**src/rtl/timer_clock.sv**
```systemverilog
`default_nettype none
// ============================================================================
//  Module   : timer_clock
//  Purpose  : BCD countdown timer for one side of a chess clock. Holds the
//             remaining time as four BCD digits (MM:SS), loads a preset on
//             reset, decrements by one second on each qualified rising edge
//             of the 1 Hz IMPULSE tick while enabled, and raises a sticky
//             OVERFLOW flag when the time reaches 00:00.
//  Ports    : CLK        in  1  system clock, rising edge
//             CLR        in  1  asynchronous active-low reset
//             CE         in  1  count enable (this side is running)
//             IMPULSE    in  1  one-second tick, synchronous to CLK
//             sec_units  out 4  BCD seconds units, 0-9
//             sec_tens   out 4  BCD seconds tens, 0-5
//             min_units  out 4  BCD minutes units, 0-9
//             min_tens   out 4  BCD minutes tens, 0-9
//             OVERFLOW   out 1  time expired, sticky until reset
//  Params   : INIT_MINUTES  preset minutes, 0-99
//             INIT_SECONDS  preset seconds, 0-59 (preset must not be 00:00)
//  Revision : 1.0  initial release
// ============================================================================
module timer_clock #(
  parameter int INIT_MINUTES = 10,
  parameter int INIT_SECONDS = 0
) (
  input  logic       CLK,
  input  logic       CLR,
  input  logic       CE,
  input  logic       IMPULSE,
  output logic [3:0] sec_units,
  output logic [3:0] sec_tens,
  output logic [3:0] min_units,
  output logic [3:0] min_tens,
  output logic       OVERFLOW
);

  // Preset digits, split once at elaboration time.
  localparam logic [3:0] c_init_min_tens  = 4'(INIT_MINUTES / 10);
  localparam logic [3:0] c_init_min_units = 4'(INIT_MINUTES % 10);
  localparam logic [3:0] c_init_sec_tens  = 4'(INIT_SECONDS / 10);
  localparam logic [3:0] c_init_sec_units = 4'(INIT_SECONDS % 10);

  // Wrap values used when a digit borrows from its neighbour.
  localparam logic [3:0] c_wrap_units = 4'd9;
  localparam logic [3:0] c_wrap_tens  = 4'd5;

  // --------------------------------------------------------------------------
  // State
  // --------------------------------------------------------------------------
  logic [3:0] sec_units_q, sec_units_d;
  logic [3:0] sec_tens_q,  sec_tens_d;
  logic [3:0] min_units_q, min_units_d;
  logic [3:0] min_tens_q,  min_tens_d;
  logic       overflow_q,  overflow_d;
  logic       imp_prev_q,  imp_prev_d;

  logic       w_tick;
  logic       w_at_last;

  // One BCD digit step down: zero wraps to the supplied maximum (the caller
  // treats that case as a borrow into the next digit).
  function automatic logic [3:0] bcd_dec(input logic [3:0] digit,
                                         input logic [3:0] wrap);
    logic [3:0] result;
    if (digit == 4'd0) begin
      result = wrap;
    end else begin
      result = digit - 4'd1;
    end
    return result;
  endfunction

  // A tick is a fresh rising edge of IMPULSE seen while enabled and not yet
  // expired. imp_prev resets to 1 so a pulse already high at reset release
  // is not mistaken for an edge.
  assign w_tick = CE & IMPULSE & ~imp_prev_q & ~overflow_q;

  // The last remaining second (00:01). 00:00 is also folded in so the timer
  // can never wrap below zero even if the preset was misconfigured.
  assign w_at_last = (min_tens_q  == 4'd0) &&
                     (min_units_q == 4'd0) &&
                     (sec_tens_q  == 4'd0) &&
                     (sec_units_q <= 4'd1);

  // --------------------------------------------------------------------------
  // Next-state logic
  // --------------------------------------------------------------------------
  always_comb begin
    sec_units_d = sec_units_q;
    sec_tens_d  = sec_tens_q;
    min_units_d = min_units_q;
    min_tens_d  = min_tens_q;
    overflow_d  = overflow_q;
    // Edge history tracks IMPULSE every cycle, so an edge seen while CE=0
    // is consumed and never counted later.
    imp_prev_d  = IMPULSE;

    if (w_tick) begin
      if (w_at_last) begin
        sec_units_d = 4'd0;
        sec_tens_d  = 4'd0;
        min_units_d = 4'd0;
        min_tens_d  = 4'd0;
        overflow_d  = 1'b1;
      end else begin
        // Ripple borrow: each digit only moves when every lower digit
        // was zero before this tick.
        sec_units_d = bcd_dec(sec_units_q, c_wrap_units);
        if (sec_units_q == 4'd0) begin
          sec_tens_d = bcd_dec(sec_tens_q, c_wrap_tens);
          if (sec_tens_q == 4'd0) begin
            min_units_d = bcd_dec(min_units_q, c_wrap_units);
            if (min_units_q == 4'd0) begin
              // Non-zero here because the all-zero case is handled above.
              min_tens_d = min_tens_q - 4'd1;
            end
          end
        end
      end
    end
  end

  // --------------------------------------------------------------------------
  // State register
  // --------------------------------------------------------------------------
  always_ff @(posedge CLK or negedge CLR) begin
    if (!CLR) begin
      sec_units_q <= c_init_sec_units;
      sec_tens_q  <= c_init_sec_tens;
      min_units_q <= c_init_min_units;
      min_tens_q  <= c_init_min_tens;
      overflow_q  <= 1'b0;
      imp_prev_q  <= 1'b1;
    end else begin
      sec_units_q <= sec_units_d;
      sec_tens_q  <= sec_tens_d;
      min_units_q <= min_units_d;
      min_tens_q  <= min_tens_d;
      overflow_q  <= overflow_d;
      imp_prev_q  <= imp_prev_d;
    end
  end

  // All outputs come straight from registers.
  assign sec_units = sec_units_q;
  assign sec_tens  = sec_tens_q;
  assign min_units = min_units_q;
  assign min_tens  = min_tens_q;
  assign OVERFLOW  = overflow_q;

endmodule
`default_nettype wire

```
**config.mk**
```make
export PLATFORM = sky130hd
export DESIGN_NAME = timer_clock
export DESIGN_NICKNAME = d
export VERILOG_FILES = /design/src/rtl/timer_clock.sv
export SDC_FILE = /design/constraint.sdc
export NUM_CORES = 1
export LEC_CHECK = 0
export CORE_MARGIN = 2
export CORE_UTILIZATION = 30
export DETAILED_ROUTE_END_ITERATION = 16
export PLACE_DENSITY = 0.62
export SETUP_SLACK_MARGIN = 0.15
export SLEW_MARGIN = 0
export SYNTH_ARGS = -nofsm -noshare
export SYNTH_HDL_FRONTEND = slang
export SYNTH_SLANG_ARGS = --single-unit
```
**constraint.sdc**
```tcl
create_clock -name CLK -period 2.5 [get_ports CLK]
set_input_delay 0.75 -clock CLK [delete_from_list [all_inputs] [get_ports CLK]]
set_output_delay 0.75 -clock CLK [all_outputs]
set_load 0.02 [all_outputs]
```
==> results of run 1 <==
==> layout make-up <==
type                    instances  area (µm²)  share of cell area
clock buffers                   4        36.3              0.0258
repair buffers                 26         245               0.175
inverters                      11        41.3              0.0294
well taps                      46        57.6              0.0410
multi-input cells              76         572               0.407
flip-flops and latches         18         453               0.322
==> power by group through the flow <==
stage / Clock [mW] / Combinational (mW) / Sequential (mW)
CTS: 0.189 / 0.131 / 0.352
detailed placement: 0 / 0.131 / 0.357
global placement: 0 / 0.127 / 0.356
global route: 0.198 / 0.142 / 0.358
floorplan: 0 / 0.0457 / 0.375
finish: 0.183 / 0.129 / 0.351
==> registers in the layout (all words and copies together), names as in the netlist <==
| name | count |
|---|---|
| sec_units | 4 |
| min_units | 4 |
| sec_tens | 4 |
| imp_prev_q | 1 |
| min_tens | 4 |
| OVERFLOW | 1 |
==> worst paths after layout <==
check                              from           end  slack (ns)  cells past startpoint
max in group asynchronous           CLR    imp_prev_q        1.46                      2
max reg2reg                min_units[0]   min_tens[1]        0.38                      5
max                         min_tens[0]   min_tens[0]        0.26                      1
min                            OVERFLOW      OVERFLOW        0.55                      1
min in group asynchronous           CLR  min_units[3]        0.77                      2
min reg2reg                    OVERFLOW      OVERFLOW        0.55                      1
==> placed cells by master, fill, tap and decap left out, drive strengths merged, types with 2 or more instances in the layout <==
cell type      netlist  layout
a21oi                8       8
a31oi                3       3
buf                  2       6
clkbuf               0       4
clkdlybuf4s50        0      20
dfrtp               16      16
dfstp                2       2
ha                   5       5
inv                 11      11
mux2                 4       4
mux2i                2       2
nand2               10      10
nand3                6       6
nor2                 3       3
nor3                 3       3
nor3b                2       2
nor4                 3       3
o21ai                7       7
o31ai                2       2
or3                  4       4
or4                  3       3
==> synthesized netlist by cell type (2+ instances only) <==
| master | number | share of area |
|---|---|---|
| o31ai_1 | 2 | 0.014 |
| nor3_1 | 3 | 0.014 |
| or3_1 | 3 | 0.017 |
| nand3_1 | 5 | 0.023 |
| nor4_1 | 2 | 0.012 |
| inv_1 | 11 | 0.038 |
| dfstp_2 | 2 | 0.049 |
| o21ai_0 | 7 | 0.032 |
| mux2i_1 | 2 | 0.018 |
| a21oi_1 | 8 | 0.037 |
| nand2_1 | 10 | 0.035 |
| mux2_2 | 3 | 0.031 |
| or4_1 | 3 | 0.021 |
| dfrtp_1 | 16 | 0.37 |
| ha_1 | 5 | 0.058 |
| a31oi_1 | 3 | 0.017 |
| nor2_1 | 2 | 0.0069 |
==> through the flow <==
stage	std cells	setup WS, ns	hold slack (ns)	instance area, µm²
after detailed placement	177	0.0731	0.516	1370
after global routing	181	0.193	0.560	1410
after floorplan	107	0.478	0.454	1080
final	181	0.263	0.545	1410
after CTS	181	0.254	0.551	1410
after global placement	177	0.122	0.493	1370
==> metal layers <==
| layer | track usage | up-vias |
|---|---|---|
| met5 | 0 | - |
| met4 | 0.0326 | 0 |
| met3 | 0.0264 | 2 |
| met2 | 0.184 | 35 |
| met1 | 0.187 | 449 |
| li1 | - | 453 |
==> kinds of logic (layout without fill, tap and decap cells) <==
family          after synthesis  in the layout
simple gates                 40             40
buf+inv                      13             41
mux                           6              6
fa+ha+maj                     5              5
compound gates               25             25
flops                        18             18
==> flow_summary.yaml, run 1 <==
pwr:
  leakagePower_nw: 0.581
  p_sw_mw: 0.199
  powerDensity_nw_per_um2: 472
  combPwrFrac: 0.195
  p_total_mw: 0.664
  p_int_mw: 0.465
  seqPwrFrac: 0.530
  clock_power_share: 0.276
  vdd_drop_max_v: 0.000346
  switching_share: 0.299
detailed_routing:
  ant_nets: 0
  drc_errors: 0
  wl_met1_mm: 1.26
  dr_wl_met3_um: 142
  firstDrtPassIters: 4
  vias_per_cell: 5.19
  top_layer: "met4"
  drt_wl_total_mm: 2.46
  initialDrtViolationCount: 47
  wl_per_cell_um: 13.6
  wl_met2_mm: 1.03
  vias: 939
clock_network:
  clk_path_buf_depth: 2
  cts_resized: 0
  clkTransAtPathRegs_ns: 0.11
  numCtsBuffers: 3
  tritoncts: "built"
  cts_hold_buf: 0
  cts_root_buf: "clkbuf_4"
  clock_latency_ns: 0.30
  cts_sinks: 18
  htreeDepth: 1
  postCtsSetupRepairBufs: 0
synthesis:
  synth_compound_area_frac: 0.139
  ys_seq_elements: 18
  yosys_most_used_dff: "dfrtp_1"
  syn_inst: 107
  synth_top_family_by_area: "simple AND/OR/NAND/NOR gates"
  syn-cell-area_um2: 1080
  synth_adder_area_share: 0.0578
  yosysSeqAreaShare: 0.418
  synth_edf_count: 0
  yosys.area_share.xor_xnor: 0
  syn-num-nets: 116
  synth_simple_gate_area_frac: 0.268
  synth_async_sr_flop_share: 1.00
  avgSynthCellArea_um2: 10.1
  ys_types: 37
  synthMuxAreaShare: 0.0636
  ys_warn_count: 0
timing:
  hold_viol_final: 0
  rsz0062_at_grt: "no"
  skew_ns: 0.00250
  fin_crit_ns: 2.24
  maxSlewHeadroom: 0.710
  maxSlewViolCount: 0
  setup_tns_ns: 0
  setup_viol: 0
  tightest_slew_ns: 0.435
  min_period_over_period: 0.895
  max_freq_ghz: 0.447
place:
  port_buffers: 20
  gp_congestion: 0.867
  hpwl_mm: 1.84
outcome:
  status: "complete, no violations"
worst_setup_path:
  slowest_stage: "clkdlybuf4s50_1"
  crit_chain: "clkdlybuf4s50_1"
  path_max_fanout: 5
  setup.worst_path.class: "reg -> out"
  path_buf_inv: 1
  startpoint_type: "flip-flop"
  crit_required_ns: 1.75
  cp_data_arrival_time_ns: 1.49
  crit_family: "buffers and inverters"
  crit_path_max_incr_delay_ns: 0.61
  worst_setup_path_end_kind: "output port"
final_layout:
  drive_gt1_frac: 0.193
  final_util: 0.415
  synthToLayoutAreaGrowth_pct: 29.8
  nFillCells: 339
  finalNetCount: 145
  antennaDiodeCount: 0
flow_run:
  drv_cap: 0
floorplanning:
  die_width_um: 64.1
  rows: 21
  fp.dieH_um: 64.1
  core_area_um2: 3390
  ioPinCount: 21
  start_util: 0.319
  die_area_um2: 4100
global_routing:
  track_usage: 0.126
  antenna_found_initial: 0
  grt_pass1_vias: 863
  grt-ovfl-total: 0
  grt_max_degree: 19
  grt_pass1_wl_mm: 4.11
min_path:
  holdCritPathClass: "reg -> reg"
No activity file was read; power rests on OpenSTA's default activity.
==> inputs of run 2 (changes only) <==
--- a/config.mk
+++ b/config.mk
@@ -5,10 +5,12 @@
 export SDC_FILE = /design/constraint.sdc
 export NUM_CORES = 1
 export LEC_CHECK = 0
+export CAP_MARGIN = 20
 export CORE_MARGIN = 2
 export CORE_UTILIZATION = 30
 export DETAILED_ROUTE_END_ITERATION = 16
 export PLACE_DENSITY = 0.62
+export REMOVE_ABC_BUFFERS = 1
 export SETUP_SLACK_MARGIN = 0.15
 export SLEW_MARGIN = 0
 export SYNTH_ARGS = -nofsm -noshare
==> run 2 against run 1 <==
Effect of this change: final cell count unchanged; core utilization is the same; via count fell by 2.3%; combinational power hardly changed; global-route usage up 0.71 points; non-clock buffer count did not move; fmax about the same; clock skew is 0.0018 ns higher; total power is 0.69% higher; count of clock-buffer cells in the layout did not move; critical path type unchanged.
==> flow_summary.yaml, run 2 (synthesis results as in run 1) <==
outcome:
  status: "complete, no violations"
pwr:
  seqPwrFrac: 0.528
  switching_share: 0.304
  clock_power_share: 0.278
  p_sw_mw: 0.203
  combPwrFrac: 0.194
  leakagePower_nw: 0.581
  powerDensity_nw_per_um2: 476
  vdd_drop_max_v: 0.000335
  p_int_mw: 0.465
place:
  gp_congestion: 0.775
  port_buffers: 20
  placed_area_um2: 1370
  hpwl_mm: 1.87
floorplanning:
  rows: 21
  core_area_um2: 3390
  start_util: 0.319
  die_area_um2: 4100
  die_width_um: 64.1
  ioPinCount: 21
  fp.dieH_um: 64.1
detailed_routing:
  vias: 917
  ant_nets: 0
  firstDrtPassIters: 4
  wl_per_cell_um: 13.8
  drc_errors: 0
  initialDrtViolationCount: 21
  drt_wl_total_mm: 2.50
  vias_per_cell: 5.07
worst_setup_path:
  crit_required_ns: 1.75
  worstReg2RegEnd: "min_tens[1]"
  startpoint_type: "flip-flop"
  setup.worst_path.class: "reg -> out"
  path_buf_inv: 1
  crit_family: "buffers and inverters"
  worst_setup_path_end_kind: "output port"
  crit_chain: "clkdlybuf4s50_1"
  cp_data_arrival_time_ns: 1.49
  slowest_stage: "clkdlybuf4s50_1"
  r2r_start: "sec_tens[0]"
  r2r_setup_slack_ns: 0.39
  crit_path_max_incr_delay_ns: 0.67
  path_max_fanout: 8
  reg2reg_depth: 6
clock_network:
  tritoncts: "built"
  cts_root_buf: "clkbuf_4"
  numCtsBuffers: 3
  clkTransAtPathRegs_ns: 0.11
  cts_resized: 0
  postCtsSetupRepairBufs: 0
  clk_path_buf_depth: 2
  clock_latency_ns: 0.30
  htreeDepth: 1
  cts_hold_buf: 0
  cts_sinks: 18
final_layout:
  mostFrequentLayoutCells: "clkdlybuf4s50_1 (20), dfrtp_1 (16), inv_1 (11)"
  final_util: 0.415
  nFillCells: 340
  drive_gt1_frac: 0.193
  synthToLayoutAreaGrowth_pct: 29.8
  antennaDiodeCount: 0
  final_common_cell: "clkdlybuf4s50_1"
  finalNetCount: 145
  design_area_um2: 1410
timing:
  setup_viol: 0
  maxSlewHeadroom: 0.681
  setup_tns_ns: 0
  max_freq_ghz: 0.447
  min_period_over_period: 0.896
  fin_crit_ns: 2.24
  hold_viol_final: 0
  maxSlewViolCount: 0
  skew_ns: 0.00433
  rsz0062_at_grt: "no"
  tightest_slew_ns: 0.478
global_routing:
  grt_max_degree: 19
  grt_pass1_vias: 935
  grt-ovfl-total: 0
  antenna_found_initial: 0
  track_usage: 0.133
  grt_pass1_wl_mm: 4.29
min_path:
  hold-path-endpoint: "OVERFLOW"
  hold_depth: 1
  holdCritPathClass: "reg -> reg"
  holdCritStartpoint: "OVERFLOW"
flow_run:
  drv_cap: 0
## run 2: layer usage
metal,vias up,share of wire,GRT usage
met2,16,0.49,0.225
met1,450,0.47,0.170
met4,0,0.011,0.0462
met3,4,0.023,0.0229
met5,-,0,0
li1,447,-,-
## run 2: power by group through the flow
stage / Clock (mW) / Combinational, mW / Sequential (mW)
CTS: 0.191 / 0.132 / 0.353
global placement: 0 / 0.128 / 0.355
detailed placement: 0 / 0.131 / 0.358
global route: 0.208 / 0.141 / 0.358
finish: 0.186 / 0.130 / 0.353
floorplan: 0 / 0.0452 / 0.375
## run 2: metrics by stage
stage	cells	setup slack [ns]	hold slack, ns	power [mW]
floorplan	105	0.278	0.454	0.420
global placement	177	0.133	0.495	0.483
detailed placement	177	0.100	0.502	0.489
CTS	181	0.247	0.540	0.676
global route	181	0.203	0.593	0.707
finish	181	0.261	0.535	0.668
## run 2: final cells by class
cell class / instances / area, µm² / area share
tap: 46 / 57.6 / 0.0410
timing repair buffer: 26 / 245 / 0.175
multi-input combinational: 76 / 572 / 0.407
inverter: 11 / 41.3 / 0.0294
clock buffer: 4 / 36.3 / 0.0258
sequential: 18 / 453 / 0.322
## run 2: worst max path at each step
stage	slack (ns)	to	cells past startpoint	start
3_3_place_gp	0.13	sec_tens[3]	5	IMPULSE
6_report	0.26	sec_units[1]	1	sec_units[1]
3_5_place_dp	0.1	min_tens[1]	5	IMPULSE
5_1_grt	0.20	sec_units[1]	1	sec_units[1]
2_1_floorplan	0.28	sec_tens[3]	4	CE
4_1_cts	0.25	sec_units[1]	1	sec_units[1]
